==> src/rtl/cpu_pkg.sv <==
// Shared MIPS CPU definitions: opcode constants, the bubble instruction and the fetch FSM states.
package cpu_pkg;

  localparam logic [5:0] OP_RTYPE = 6'b000000;
  localparam logic [5:0] OP_J     = 6'b000010;
  localparam logic [5:0] OP_BEQ   = 6'b000100;
  localparam logic [5:0] OP_ADDI  = 6'b001000;
  localparam logic [5:0] OP_SLTI  = 6'b001010;
  localparam logic [5:0] OP_ANDI  = 6'b001100;
  localparam logic [5:0] OP_ORI   = 6'b001101;
  localparam logic [5:0] OP_LB    = 6'b100000;
  localparam logic [5:0] OP_LH    = 6'b100001;
  localparam logic [5:0] OP_LW    = 6'b100011;
  localparam logic [5:0] OP_SB    = 6'b101000;
  localparam logic [5:0] OP_SH    = 6'b101001;
  localparam logic [5:0] OP_SW    = 6'b101011;

  // sll $0,$0,0
  localparam logic [31:0] NOP_INSTR = 32'h0000_0000;

  typedef enum logic [1:0] {
    FETCH   = 2'd0,
    HOLD    = 2'd1,
    DISCARD = 2'd2
  } fetch_state_t;

endpackage

==> src/rtl/instr_fetch_stage_if.sv <==
// Instruction-memory request/ready bus between the fetch stage (master) and memory (slave).
interface instr_fetch_stage_if;
  logic        imem_req;
  logic [31:0] imem_addr;
  logic        imem_ready;
  logic [31:0] imem_rdata;

  modport master (output imem_req, imem_addr, input imem_ready, imem_rdata);
  modport slave  (input imem_req, imem_addr, output imem_ready, imem_rdata);
endinterface

==> src/rtl/instr_fetch_stage_pc_select.sv <==
// Combinational next-PC selection: sequential PC+4, branch/jump redirect target,
// and the resume address used when a pending redirect completes.
module fetch_pc_select (
  input  logic [31:0] pc,
  input  logic [31:0] if_id_pc4,
  input  logic        branch_taken,
  input  logic [31:0] branch_target,
  input  logic        jump,
  input  logic [25:0] jump_index,
  input  logic [31:0] redirect_pc,
  output logic        redirect,
  output logic [31:0] pc_plus4,
  output logic [31:0] target,
  output logic [31:0] resume_pc
);

  assign redirect = jump | branch_taken;
  assign pc_plus4 = pc + 32'd4;

  // Jump wins over a simultaneous taken branch; targets are forced word-aligned.
  always_comb begin
    if (jump) target = {if_id_pc4[31:28], jump_index, 2'b00};
    else      target = {branch_target[31:2], 2'b00};
  end

  // A redirect arriving while one is pending replaces it.
  assign resume_pc = redirect ? target : redirect_pc;

endmodule

==> src/rtl/instr_fetch_stage.sv <==
// MIPS IF stage with IF/ID register, decode stall, one-entry hold buffer and stale-fetch discard.
// Optional macro IF_DELAY_SLOT_EN keeps the in-flight fetch after a redirect (branch delay slot).
module instr_fetch_stage #(
  parameter logic [31:0] RESET_PC  = 32'h0000_0000,
  parameter logic [31:0] NOP_INSTR = cpu_pkg::NOP_INSTR
) (
  input  logic                       clk,
  input  logic                       reset,
  input  logic                       stall,
  input  logic                       branch_taken,
  input  logic [31:0]                branch_target,
  input  logic                       jump,
  input  logic [25:0]                jump_index,
  instr_fetch_stage_if.master        imem,
  output logic [31:0]                if_id_instr,
  output logic [31:0]                if_id_pc4,
  output logic                       if_id_valid,
  output logic [5:0]                 opcode
);
  import cpu_pkg::*;

`ifdef IF_DELAY_SLOT_EN
  localparam bit DELAY_SLOT = 1'b1;
`else
  localparam bit DELAY_SLOT = 1'b0;
`endif

  fetch_state_t state, state_d;
  logic [31:0]  pc, pc_d;
  logic [31:0]  instr_d, pc4_d;
  logic         valid_d;
  logic [31:0]  buf_instr, buf_instr_d, buf_pc4, buf_pc4_d;
  logic [31:0]  redirect_pc, redirect_pc_d;
  logic         redirect;
  logic [31:0]  pc_plus4, target, resume_pc;

  fetch_pc_select u_pc_select (
    .pc            (pc),
    .if_id_pc4     (if_id_pc4),
    .branch_taken  (branch_taken),
    .branch_target (branch_target),
    .jump          (jump),
    .jump_index    (jump_index),
    .redirect_pc   (redirect_pc),
    .redirect      (redirect),
    .pc_plus4      (pc_plus4),
    .target        (target),
    .resume_pc     (resume_pc)
  );

  assign imem.imem_addr = pc;
  assign opcode         = if_id_instr[31:26];

  always_comb begin
    state_d       = state;
    pc_d          = pc;
    instr_d       = if_id_instr;
    pc4_d         = if_id_pc4;
    valid_d       = if_id_valid;
    buf_instr_d   = buf_instr;
    buf_pc4_d     = buf_pc4;
    redirect_pc_d = redirect_pc;
    imem.imem_req = 1'b0;

    case (state)
      FETCH: begin
        imem.imem_req = 1'b1;
        if (redirect && !DELAY_SLOT) begin
          instr_d = NOP_INSTR;
          valid_d = 1'b0;
          if (imem.imem_ready) begin
            pc_d = target;
          end else begin
            // pc stays put so the outstanding address remains stable
            redirect_pc_d = target;
            state_d       = DISCARD;
          end
        end else if (imem.imem_ready) begin
          if (stall) begin
            buf_instr_d = imem.imem_rdata;
            buf_pc4_d   = pc_plus4;
            state_d     = HOLD;
          end else begin
            instr_d = imem.imem_rdata;
            pc4_d   = pc_plus4;
            valid_d = 1'b1;
          end
          pc_d = redirect ? target : pc_plus4;
        end else begin
          if (!stall) begin
            instr_d = NOP_INSTR;
            valid_d = 1'b0;
          end
          if (redirect) begin
            redirect_pc_d = target;
            state_d       = DISCARD;
          end
        end
      end

      HOLD: begin
        if (redirect) pc_d = target;
        if (redirect && !DELAY_SLOT) begin
          instr_d = NOP_INSTR;
          valid_d = 1'b0;
          state_d = FETCH;
        end else if (!stall) begin
          instr_d = buf_instr;
          pc4_d   = buf_pc4;
          valid_d = 1'b1;
          state_d = FETCH;
        end
      end

      DISCARD: begin
        imem.imem_req = 1'b1;
        if (redirect) redirect_pc_d = target;
        if (DELAY_SLOT) begin
          // Redirect pending: the slot response is captured like a normal fetch.
          if (imem.imem_ready) begin
            if (stall) begin
              buf_instr_d = imem.imem_rdata;
              buf_pc4_d   = pc_plus4;
              state_d     = HOLD;
            end else begin
              instr_d = imem.imem_rdata;
              pc4_d   = pc_plus4;
              valid_d = 1'b1;
              state_d = FETCH;
            end
            pc_d = resume_pc;
          end else if (!stall) begin
            instr_d = NOP_INSTR;
            valid_d = 1'b0;
          end
        end else begin
          instr_d = NOP_INSTR;
          valid_d = 1'b0;
          if (imem.imem_ready) begin
            pc_d    = resume_pc;
            state_d = FETCH;
          end
        end
      end

      default: state_d = FETCH;
    endcase
  end

  always_ff @(posedge clk) begin
    if (reset) state <= FETCH;
    else       state <= state_d;
  end

  always_ff @(posedge clk) begin
    if (reset) begin
      pc          <= RESET_PC;
      if_id_instr <= NOP_INSTR;
      if_id_pc4   <= '0;
      if_id_valid <= 1'b0;
      buf_instr   <= NOP_INSTR;
      buf_pc4     <= '0;
      redirect_pc <= '0;
    end else begin
      pc          <= pc_d;
      if_id_instr <= instr_d;
      if_id_pc4   <= pc4_d;
      if_id_valid <= valid_d;
      buf_instr   <= buf_instr_d;
      buf_pc4     <= buf_pc4_d;
      redirect_pc <= redirect_pc_d;
    end
  end

endmodule

==> src/flat_wrapper.sv <==
// flat-port wrapper written by rule: the top's interface ports become plain ports
module instr_fetch_stage_flat import cpu_pkg::*;
#(
  parameter logic [31:0] RESET_PC  = 32'h0000_0000,
  parameter logic [31:0] NOP_INSTR = cpu_pkg::NOP_INSTR
)
  (clk, reset, stall, branch_taken, branch_target, jump, jump_index, if_id_instr, if_id_pc4, if_id_valid, opcode, imem_imem_req, imem_imem_addr, imem_imem_ready, imem_imem_rdata);
  instr_fetch_stage_if imem_i ();
  input  logic clk;
  input  logic reset;
  input  logic stall;
  input  logic branch_taken;
  input  logic [31:0] branch_target;
  input  logic jump;
  input  logic [25:0] jump_index;
  output logic [31:0] if_id_instr;
  output logic [31:0] if_id_pc4;
  output logic if_id_valid;
  output logic [5:0] opcode;
  output wire logic [$bits(imem_i.imem_req)-1:0] imem_imem_req;
  output wire logic [$bits(imem_i.imem_addr)-1:0] imem_imem_addr;
  input wire logic [$bits(imem_i.imem_ready)-1:0] imem_imem_ready;
  input wire logic [$bits(imem_i.imem_rdata)-1:0] imem_imem_rdata;
  assign imem_imem_req = imem_i.imem_req;
  assign imem_imem_addr = imem_i.imem_addr;
  assign imem_i.imem_ready = imem_imem_ready;
  assign imem_i.imem_rdata = imem_imem_rdata;
  instr_fetch_stage #(.RESET_PC(RESET_PC), .NOP_INSTR(NOP_INSTR)) u_core (.clk(clk), .reset(reset), .stall(stall), .branch_taken(branch_taken), .branch_target(branch_target), .jump(jump), .jump_index(jump_index), .imem(imem_i), .if_id_instr(if_id_instr), .if_id_pc4(if_id_pc4), .if_id_valid(if_id_valid), .opcode(opcode));
endmodule
==> config.mk <==
export PLATFORM = sky130hd
export DESIGN_NAME = instr_fetch_stage_flat
export DESIGN_NICKNAME = d
export VERILOG_FILES = /design/src/rtl/cpu_pkg.sv /design/src/rtl/instr_fetch_stage_if.sv /design/src/rtl/instr_fetch_stage_pc_select.sv /design/src/rtl/instr_fetch_stage.sv /design/src/flat_wrapper.sv
export SDC_FILE = /design/constraint.sdc
export NUM_CORES = 1
export LEC_CHECK = 0
export CORE_MARGIN = 2
export CORE_UTILIZATION = 50
export CTS_BUF_LIST = sky130_fd_sc_hd__clkbuf_4 sky130_fd_sc_hd__clkbuf_8
export CTS_CLUSTER_SIZE = 25
export DETAILED_ROUTE_END_ITERATION = 8
export PLACE_DENSITY = 0.76
export SETUP_SLACK_MARGIN = 0.15
export SYNTH_ARGS = -nofsm -noshare
export SYNTH_HDL_FRONTEND = slang
export SYNTH_SLANG_ARGS = --single-unit
==> constraint.sdc <==
create_clock -name clk -period 2.75 [get_ports clk]
set_clock_uncertainty 0.1 [all_clocks]
set_input_delay 0.4125 -clock clk [delete_from_list [all_inputs] [get_ports clk]]
set_output_delay 0.4125 -clock clk [all_outputs]
set_load 0.02 [all_outputs]
==> results_dict.tcl <==
set metrics [dict create \
    drt-pass1-iter-count 5 \
    drt_iter0_drc 854 \
    highest_layer "met4" \
    fp.dieH_um 144 \
    ys_types 62 \
    port_buffers 197 \
    detailroute.wirelength.met3_um 1990 \
    drc 0 \
    ys_top_cells_by_count "nand2_1 (209), dfxtp_1 (195), a21oi_1 (141)" \
    grt_pass1_vias 9077 \
    ioPinCount 200 \
    n_antenna_cell 0 \
    synth_edf_count 0 \
    crit_path_start "u_core.imem.imem_addr[8]" \
    syn-num-nets 1363 \
    leakage_nw 4.42 \
    initial_core_util 0.505 \
    setup_viol 0 \
    cp-end-kind "flip-flop" \
    timing.rr.end "u_core.imem.imem_addr[29]" \
    crit_fanout 6 \
    grt_overflow 0 \
    min_path_type "flip-flop to flip-flop" \
    p_sw_w 0.00235 \
    cts_sinks 195 \
    clk_latency_ps 480 \
    p_int_w 0.00458 \
    r2r_slack_ps 240 \
    post_drt_wl_per_cell_um 17.2 \
    gp_congestion 0.915 \
    relSlewSlack 0.417 \
    post-place-ws_ps 162 \
    via_count 10000 \
    cts_tree "built" \
    wl_met2_um 13900 \
    rows 51 \
    yosys_warnings 0 \
    routed_wl_um 29400 \
    wl_met1_um 12400 \
    synth.most_common_cell "nand2_1" \
    rsz0062_at_grt "no" \
    hold_buffers 0 \
    finalHoldViolCount 0 \
    fin_ws_ps 238 \
    status "finished clean" \
    synth_top_flop_cell "dfxtp_1" \
    async_flop_share 0 \
    antenna_found_initial 0 \
    cts_buffer_depth 2 \
    layout-drive-gt1-share 0.0936 \
    htreeDepth 4 \
    timing.final.crit_share 0.914 \
    reg2regPathDepth 5 \
    yosysTopAreaCell "dfxtp_1" \
    ant_nets 0 \
    tightest_slew_ps 875 \
    clock.fmax_ghz 0.398 \
    post-route-min-period_ps 2510 \
    finalPower_w 0.00693 \
    pwr-share-seq 0.457 \
    swShare 0.339 \
    avgViaCountPerCell 5.87 \
    reg2reg_from "u_core.imem.imem_addr[8]" \
    crit_end "u_core.imem.imem_addr[29]" \
    grt_pass1_wl_um 46600 \
    avgSynthCellArea_um2 7.74 \
    synth_area_mm2 0.00976 \
    drv_cap 0 \
    fill_cells 1695 \
    ys_ff_latch 195 \
    clk_pin_slew_ps 100 \
    final_max_slew_viol_count 0 \
    grt_use_total 0.282 \
    core_area_mm2 0.0193 \
    ff_latch_area_mm2 0.00391 \
    powerDensity_mw_per_mm2 544 \
    path_class "flip-flop to flip-flop" \
    synth_top_area_frac 0.400 \
    die_width_um 144 \
    pwr-share-comb 0.271 \
    grt_max_degree 176 \
    syn_inst 1262 \
    cp.arrival_ps 2780 \
    clockPowerShare 0.272 \
    synth_area_leaders "dfxtp_1 (40%), nand2_1 (8.0%), a21oi_1 (7.2%)" \
    cts_buffers 17 \
    final_nets 1530 \
    synth.yosys.seq_area_share 0.400 \
    ir_drop_v 0.000351 \
    die_area_mm2 0.0207 \
    hpwl_um 20200 \
    setup_tns_ps 0 \
    setup.worst_path.start_class "flip-flop" \
    required_ps 3020 \
    multi_input_area_mm2 0.00538 \
    area_delta_synth_final_pct 30.4 \
    clock-root-buffer "clkbuf_8" \
]
## area by class of cell
cell class              count  area share
clock buffers              17      0.0184
clock inverters            15      0.0133
inverters                  15     0.00442
multi-input cells         932       0.422
flip-flops and latches    195       0.307
well taps                 265      0.0260
repair buffers            268       0.209
## critical path: stages, from the launching register on
cell,delay [ps]
dfxtp_1,470
nand4_2,260
or4_4,640
or4_4,520
o31a_1,290
o32ai_1,130
## power groups by stage
stage               combinational (W)  sequential (W)  clock (W)
global route                  0.00203         0.00319    0.00203
global placement              0.00183         0.00322          0
CTS                           0.00186         0.00316    0.00191
detailed placement            0.00186         0.00322          0
finish                        0.00188         0.00317    0.00188
floorplan                    0.000955         0.00330          0
## logic make-up (layout without fill, tap and decap cells)
| group | after synthesis | after routing | synth area share |
|---|---|---|---|
| buf+inv | 135 | 315 | 0.0551 |
| fa+ha+maj | 5 | 5 | 0.00641 |
| xor+xnor | 20 | 20 | 0.0179 |
| compound gates | 395 | 395 | 0.260 |
| mux | 40 | 40 | 0.0414 |
| flops | 195 | 195 | 0.400 |
| simple gates | 472 | 472 | 0.219 |
## timing repair
action	in CTS	in global routing
pin swaps	0	2
resized for setup	1	5
endpoints found under the setup margin	1	6
hold endpoints to repair	0	0
buffers inserted	0	3
cloned	0	0
## layer usage
metal  vias to the layer above  global-route usage
met5                         -                   0
met2                       426               0.468
met1                      4656               0.364
met3                        64              0.0397
li1                       4868                   -
met4                         0               0.128
## placed cells by master (no fill, tap or decap), types with 4 or more instances in the layout
| cell | n |
|---|---|
| nand2_1 | 209 |
| clkdlybuf4s50_1 | 194 |
| dfxtp_1 | 193 |
| a21oi_1 | 141 |
| nor2_1 | 85 |
| o21ai_0 | 75 |
| buf_4 | 59 |
| nand3_1 | 53 |
| nor3_1 | 40 |
| mux2i_1 | 37 |
| a22o_1 | 32 |
| a311oi_1 | 23 |
| a211oi_1 | 21 |
| clkbuf_8 | 17 |
| o211ai_1 | 16 |
| inv_1 | 15 |
| nor4_1 | 14 |
| nand2b_1 | 14 |
| a21boi_0 | 14 |
| buf_12 | 13 |
| nand4_1 | 12 |
| a31oi_1 | 12 |
| xor2_1 | 11 |
| o2bb2ai_1 | 10 |
| xnor2_1 | 9 |
| and3_1 | 8 |
| a21o_1 | 6 |
| or3_1 | 6 |
| o32ai_1 | 6 |
| o21a_1 | 5 |
| o22ai_1 | 4 |
| a221oi_1 | 4 |
| nor3b_1 | 4 |
## how the worst min path moves through the flow
stage                              start              endpoint  slack [ps]  cells after the start
floorplan             u_core.buf_pc4[10]    u_core.buf_pc4[10]         330                      2
global placement       u_core.buf_pc4[9]     u_core.buf_pc4[9]         340                      2
detailed placement  u_core.if_id_pc4[13]  u_core.if_id_pc4[13]         340                      2
CTS                 u_core.if_id_pc4[13]  u_core.if_id_pc4[13]         360                      2
global route         u_core.buf_instr[1]   u_core.buf_instr[1]         380                      2
finish              u_core.if_id_pc4[13]  u_core.if_id_pc4[13]         360                      2
## stage by stage
step | cells | util | area [um^2] | hold slack, ps
5_1_grt | 1707 | 0.659 | 12700 | 375
3_3_place_gp | 1672 | 0.636 | 12300 | 337
2_1_floorplan | 1262 | - | 9760 | 331
4_1_cts | 1704 | 0.657 | 12700 | 358
6_report | 1707 | 0.659 | 12700 | 356
3_5_place_dp | 1672 | 0.636 | 12300 | 344
## flip-flops by register name, indices dropped and copies added, names as in the netlist
name / flops
u_core.buf_instr: 32
u_core.buf_pc4: 32
u_core.if_id_instr: 32
u_core.if_id_pc4: 32
u_core.if_id_valid: 1
u_core.imem.imem_addr: 32
u_core.redirect_pc: 32
u_core.state: 2
Power figures use the tool's default switching activity.
